`config.mk`:
```
export PLATFORM = sky130hd
export DESIGN_NAME = gb_apu_frame_sequencer
export DESIGN_NICKNAME = d
export VERILOG_FILES = /design/src/rtl/gb_apu_pkg.sv /design/src/rtl/gb_apu_div_counter.sv /design/src/rtl/gb_apu_frame_sequencer.sv
export SDC_FILE = /design/constraint.sdc
export NUM_CORES = 1
export LEC_CHECK = 0
export ABC_AREA = 1
export ABC_CLOCK_PERIOD_IN_PS = 2400
export CAP_MARGIN = 15
export CELL_PAD_IN_SITES_DETAIL_PLACEMENT = 1
export CELL_PAD_IN_SITES_GLOBAL_PLACEMENT = 1
export CORE_MARGIN = 5
export CORE_UTILIZATION = 41
export DETAILED_ROUTE_END_ITERATION = 10
export PLACE_DENSITY = 0.82
export SKIP_LAST_GASP = 1
export SLEW_MARGIN = 20
export SYNTH_ARGS = -nofsm -noshare
export SYNTH_HDL_FRONTEND = slang
export SYNTH_SLANG_ARGS = --single-unit
```
`constraint.sdc`:
```
create_clock -name clk -period 2.4 [get_ports clk]
set_input_delay 0.24 -clock clk [delete_from_list [all_inputs] [get_ports clk]]
set_output_delay 0.24 -clock clk [all_outputs]
set_load 0.01 [all_outputs]
```
`src/rtl/gb_apu_pkg.sv`:
```
// Shared types and step-decode tables for the APU frame sequencer.
package gb_apu_pkg;

  localparam int unsigned NUM_STEPS     = 8;
  localparam int unsigned FRAME_DIV_TAP = 12;

  typedef logic [2:0] frame_step_t;

  // Bit n set means step n produces that strobe.
  localparam logic [NUM_STEPS-1:0] STEP_LENGTH_MASK = 8'b0101_0101;
  localparam logic [NUM_STEPS-1:0] STEP_SWEEP_MASK  = 8'b0100_0100;
  localparam logic [NUM_STEPS-1:0] STEP_ENV_MASK    = 8'b1000_0000;

  typedef struct packed {
    logic length;
    logic sweep;
    logic envelope;
  } frame_strobes_t;

  function automatic frame_strobes_t decode_step(input frame_step_t step);
    frame_strobes_t s;
    s.length   = STEP_LENGTH_MASK[step];
    s.sweep    = STEP_SWEEP_MASK[step];
    s.envelope = STEP_ENV_MASK[step];
    return s;
  endfunction

endpackage

```
`src/rtl/gb_apu_div_counter.sv`:
```
// Free-running system-clock divider with tap register; flags the tap's falling edge.
module gb_apu_div_counter
  import gb_apu_pkg::*;
#(
  parameter int unsigned DIV_TAP_BIT = FRAME_DIV_TAP
) (
  input  logic clk,
  input  logic reset,
  input  logic div_reset,
  output logic evt
);

  localparam int unsigned CNT_W = DIV_TAP_BIT + 1;

  logic [CNT_W-1:0] div_cnt;
  logic             tap;
  logic             tap_q;

  assign tap = div_cnt[DIV_TAP_BIT];
  // A DIV write while the tap is high drops it to 0 and yields an early event.
  assign evt = tap_q & ~tap;

  always_ff @(posedge clk) begin
    if (reset) begin
      div_cnt <= '0;
      tap_q   <= 1'b0;
    end else begin
      if (div_reset) div_cnt <= '0;
      else           div_cnt <= div_cnt + CNT_W'(1);
      tap_q <= tap;
    end
  end

endmodule

```
`src/rtl/gb_apu_frame_sequencer.sv`:
```
// 512 Hz frame sequencer producing length/sweep/envelope strobes for the APU channels.
// Define GB_APU_EXT_DIV_EN to take the divider tap from an external div_bit input.
module gb_apu_frame_sequencer
  import gb_apu_pkg::*;
#(
  parameter int unsigned DIV_TAP_BIT = FRAME_DIV_TAP
) (
  input  logic       clk,
  input  logic       reset,
  input  logic       apu_enable,
  input  logic       div_reset,
`ifdef GB_APU_EXT_DIV_EN
  input  logic       div_bit,
`endif
  output logic       clk_length,
  output logic       clk_sweep,
  output logic       clk_envelope,
  output logic [2:0] frame_step,
  output logic       next_step_no_length
);

  logic           frame_evt;
  frame_step_t    step_q, step_d;
  frame_strobes_t strb_q, strb_d;

`ifdef GB_APU_EXT_DIV_EN
  logic div_q1;
  logic div_q2;
  logic unused_div_reset;

  // The timer block owns DIV, so its reset pulse has no effect here.
  assign unused_div_reset = div_reset;
  assign frame_evt        = div_q2 & ~div_q1;

  always_ff @(posedge clk) begin
    if (reset) begin
      div_q1 <= 1'b0;
      div_q2 <= 1'b0;
    end else begin
      div_q1 <= div_bit;
      div_q2 <= div_q1;
    end
  end
`else
  gb_apu_div_counter #(
    .DIV_TAP_BIT (DIV_TAP_BIT)
  ) u_div_counter (
    .clk       (clk),
    .reset     (reset),
    .div_reset (div_reset),
    .evt       (frame_evt)
  );
`endif

  // Power-off wins over an event landing in the same cycle.
  always_comb begin
    step_d = step_q;
    strb_d = '0;
    if (!apu_enable) begin
      step_d = '0;
    end else if (frame_evt) begin
      strb_d = decode_step(step_q);
      step_d = step_q + 3'(1);
    end
  end

  always_ff @(posedge clk) begin
    if (reset) begin
      step_q <= '0;
      strb_q <= '0;
    end else begin
      step_q <= step_d;
      strb_q <= strb_d;
    end
  end

  assign clk_length          = strb_q.length;
  assign clk_sweep           = strb_q.sweep;
  assign clk_envelope        = strb_q.envelope;
  assign frame_step          = step_q;
  assign next_step_no_length = step_q[0];

endmodule

```
* Yosys cells after proc, flatten, opt, wreduce, memory -nomap -nowiden
Memories as Yosys holds them, arrays and structs flattened. A register that Yosys moved wholly into a read port is not among the register bits.
Index checks and enable logic that the tools add are counted.
** Cells by class
- $add $sub $neg :: 2
- Bitwise gates (word level) :: 4
- Reductions and logical operators :: 3
** Operators by type and width (number)
- $add A13 B1 Y13 const B :: 1
- $reduce_or A2 Y1 :: 2
- $add A3 B1 Y3 const B :: 1
- $not A1 Y1 :: 3
- $reduce_or A3 Y1 :: 1
- $and A1 B1 Y1 :: 1
** Word-level totals
- Memories kept :: 3
- Input port bits :: 4
- ROM bits :: 24
- Word-level logic and storage cells :: 15
- Output and inout bits :: 7
- Register bits :: 17
** Memory list
- (no name shown) :: depth 8, bits a word 1, read ports 1, clocked after memory_dff 1, wr ports 0, line gb_apu_pkg.sv:24 : s.envelope = STEP_ENV_MASK[step];
- (no name shown) :: depth 8, bits a word 1, read ports 1, clocked after memory_dff 1, wr ports 0, line gb_apu_pkg.sv:23 : s.sweep = STEP_SWEEP_MASK[step];
- (no name shown) :: depth 8, bits a word 1, read ports 1, clocked after memory_dff 1, wr ports 0, line gb_apu_pkg.sv:22 : s.length = STEP_LENGTH_MASK[step];

* Longest topological paths before layout
- Depth in word-level cells :: 4
- Gate-level depth with buffers :: 7
- Depth with buffers taken out :: 7

* Cells and area by module
A second synthesis with hierarchy kept.
** Second synthesis, totals
- Cells, all modules :: 127
- Area total of the unflattened synthesis :: 897.1 um^2
** By module, submodules not included
- gb_apu_div_counter :: times used 1, area each 634.4 um^2, cells an instance 93
- gb_apu_frame_sequencer :: times used 1, area each 262.8 um^2, cells an instance 34

* Worst setup path before layout
No wires, ideal clock.
- Path kind :: register -> register
- From :: register u_div_counter.div_cnt[0]
- To :: register u_div_counter.div_cnt[12]
- Arrival :: 0.965 ns
- Setup time :: 0.110 ns
- Stages on the path, launching flop included :: 7
- Period minus slack after synthesis :: 1.074 ns
- Slack :: 1.326 ns
- Cell sequence :: dfxtp_1 -> ha_1 -> nand2_2 -> nor2_4 -> nand4_1 -> nand2_1 -> nor2_1
** Between the ends
- Word-level cells in the longest chain between the ends :: 1
** RTL lines
- from (decl) :: line gb_apu_div_counter.sv:15 : logic [CNT_W-1:0] div_cnt;
- from (signal assigned) :: line gb_apu_div_counter.sv:29 : else div_cnt <= div_cnt + CNT_W'(1);
- $add A13 B1 Y13 :: line gb_apu_div_counter.sv:29
No other way between the ends.
A chain may end at the register's enable or synchronous reset.

* Worst setup path after layout
- From :: register step_q[0] (netlist: frame_step[0])
- To :: output port frame_step[0]
** RTL lines
- from (decl) :: line gb_apu_frame_sequencer.sv:23 : frame_step_t step_q, step_d;
- from (signal assigned) :: line gb_apu_frame_sequencer.sv:72 : step_q <= step_d;
- to (decl) :: line gb_apu_frame_sequencer.sv:18 : output logic [2:0] frame_step,
No word-level cell between the ends.

==> results.yml <==
timing:
  setup_viol_count_final: 0
  finalHoldViolCount: 0
  timing.fmax_mhz: 645
  tightest_slew_ns: 0.306
  rsz0062_at_grt: "false"
  tns_ns: 0
  slew_headroom_pct: 79.5
  drv_slew: 0
  finalCritPeriodShare_pct: 64.6
  fin_skew_ns: 0.00168
  period_needed_ns: 1.55
  holdWs_ns: 0.488
routing:
  drt-total-wl_um: 1860
  wl_met2_um: 911
  dr.max_layer_used: "met4"
  wl_per_cell_um: 11.7
  first_pass_iters: 4
  ant_nets: 0
  drc: 0
  vias: 772
  viasPerCell: 4.86
  wl_met1_um: 902
  met3_wirelength_um: 33
  drtIter0Drc: 10
worst_setup_path:
  cpLargestDelayFamily: "buffers and inverters"
  r2r_cells: 6
  endpoint_kind: "output port"
  path_max_fanout: 6
  critPathMaxStageDelay_ns: 0.57
  crit_path_end: "frame_step[0]"
  timing.rr.end: "u_div_counter.div_cnt[12]"
  crit_type: "reg2out"
  cp.required_ns: 2.16
  critPathLaunch: "frame_step[0]"
  critPathLaunchType: "flop"
  crit_path_top_delay_cell: "clkdlybuf4s50_1"
  cp.arrival_ns: 1.31
  cp.depth: 1
  crit_path_cell_trace: "clkdlybuf4s50_1"
  reg2reg_from: "u_div_counter.div_cnt[0]"
  path_buf_inv: 1
  reg2reg_slack_ns: 1.16
cts:
  clk_pin_slew_ns: 0.11
  tritoncts: "yes"
  cts_setup_buffers: 0
  insertion_delay_ns: 0.30
  root_buffer: "clkbuf_4"
  numCtsBuffers: 3
  cts_hold_buf: 0
  cts_buffer_depth: 2
  cts.sinks: 20
  cts_resized: 0
  htreeDepth: 1
floorplanning:
  io_pins: 11
  start_util_pct: 44.1
  dieArea_um2: 3210
  core_area_um2: 2020
  die_y_um: 56.6
  num_rows: 16
  die_w_um: 56.6
yosys:
  ys_seq_area_share_pct: 44.9
  ys_ff_latch: 20
  syn_inst: 119
  synth_cell_type_count: 17
  synth.avg_cell_area_um2: 7.49
  netlist_area_um2: 891
  synth_edf_count: 0
  yosys_warnings: 0
  synth_ff_type: "dfxtp_1"
  synthArstFlopShare_pct: 0
  synth_nets: 126
finish:
  final_cell_mix: "27 x nand2_1, 20 x dfxtp_1, 19 x nor2_1"
  nets: 140
  drive_gt1_share_pct: 10.6
  final_common_cell: "nand2_1"
  n_antenna_cell: 0
  syn2layout_area_growth_pct: 18.3
min_path:
  worst_hold_path_type: "reg2reg"
  worstHoldPathCells: 2
place:
  port_buffers: 10
  dp_hpwl_um: 1520
  gp_congestion: 0.788
pwr:
  power.density_nw_per_um2: 523
  vdd_drop_max_mv: 0.273
  p_leak_nw: 0.355
grt:
  grt_max_degree: 12
  first_global_vias: 822
  grt_first_pass_wirelength_um: 3300
  antenna_found_initial: 0
  grtUsageTotal_pct: 12.8
  grt_overflow: 0
run:
  maxCapViolCount: 0
outcome:
  status: "finished, final reports clean"
power breakdown:
part / internal (mW) / leakage, nW / switching, mW / total, mW
clock: 0.0925 / 0.0210 / 0.104 / 0.197
combinational: 0.00836 / 0.173 / 0.0110 / 0.0193
sequential: 0.333 / 0.161 / 0.00177 / 0.335
total: 0.434 / 0.355 / 0.117 / 0.551
cell usage after synthesis (2+ instances only):
cell type / count / area, um2
nor2_1: 19 / 71.3
o21ai_0: 3 / 15.0
dfxtp_1: 20 / 400
nor2_2: 4 / 25.0
nor2_4: 3 / 33.8
inv_1: 15 / 56.3
nand3_2: 2 / 20.0
a21oi_1: 9 / 45.0
nand4_1: 2 / 12.5
nand3_1: 7 / 35.0
ha_1: 3 / 37.5
nand2_1: 27 / 101
final cells by class:
class	instances	area, um2
sequential	20	400
multi-input combinational	83	427
fill	259	968
inverter	15	56.3
timing repair buffer	10	100
clock buffer	4	36.3
tap	27	33.8
worst min path at each step:
stage | startpoint | slack [ns] | end
after floorplan | reset | 0.31 | u_div_counter.tap_q
after global placement | u_div_counter.div_cnt[0] | 0.46 | u_div_counter.div_cnt[0]
after detailed placement | u_div_counter.div_cnt[0] | 0.46 | u_div_counter.div_cnt[0]
after CTS | u_div_counter.div_cnt[12] | 0.49 | u_div_counter.tap_q
after global routing | u_div_counter.div_cnt[12] | 0.53 | u_div_counter.tap_q
final | u_div_counter.div_cnt[12] | 0.49 | u_div_counter.tap_q
cells by family (layout without fill, tap and decap cells):
| family | Yosys count | count (layout) | synth area share, % |
|---|---|---|---|
| buf+inv | 16 | 29 | 7.16 |
| simple gates | 66 | 66 | 35.1 |
| xor+xnor | 1 | 1 | 0.983 |
| fa+ha+maj | 3 | 3 | 4.21 |
| compound gates | 13 | 13 | 7.58 |
| flops | 20 | 20 | 44.9 |
registers in the layout (all words and copies together) (netlist names):
register               cells
clk_length                 1
clk_sweep                  1
frame_step                 3
clk_envelope               1
u_div_counter.div_cnt     13
u_div_counter.tap_q        1
through the flow:
stage | area [um2] | worst slack (ns) | instances | utilization (%) | power (mW)
2_1_floorplan | 891 | 1.33 | 119 | - | 0.353
3_3_place_gp | 1020 | 1.05 | 155 | 50.3 | 0.361
3_5_place_dp | 1020 | 0.955 | 155 | 50.3 | 0.363
4_1_cts | 1050 | 0.835 | 159 | 52.1 | 0.555
5_1_grt | 1050 | 0.773 | 159 | 52.1 | 0.573
6_report | 1050 | 0.850 | 159 | 52.1 | 0.551
layer usage:
metal  up-vias  GRT usage [%]
met1       365           15.7
met3         2           2.52
met2         6           21.3
met4         0           6.10
met5         -              0
li1        399              -
(Power assumes the default switching activity.)
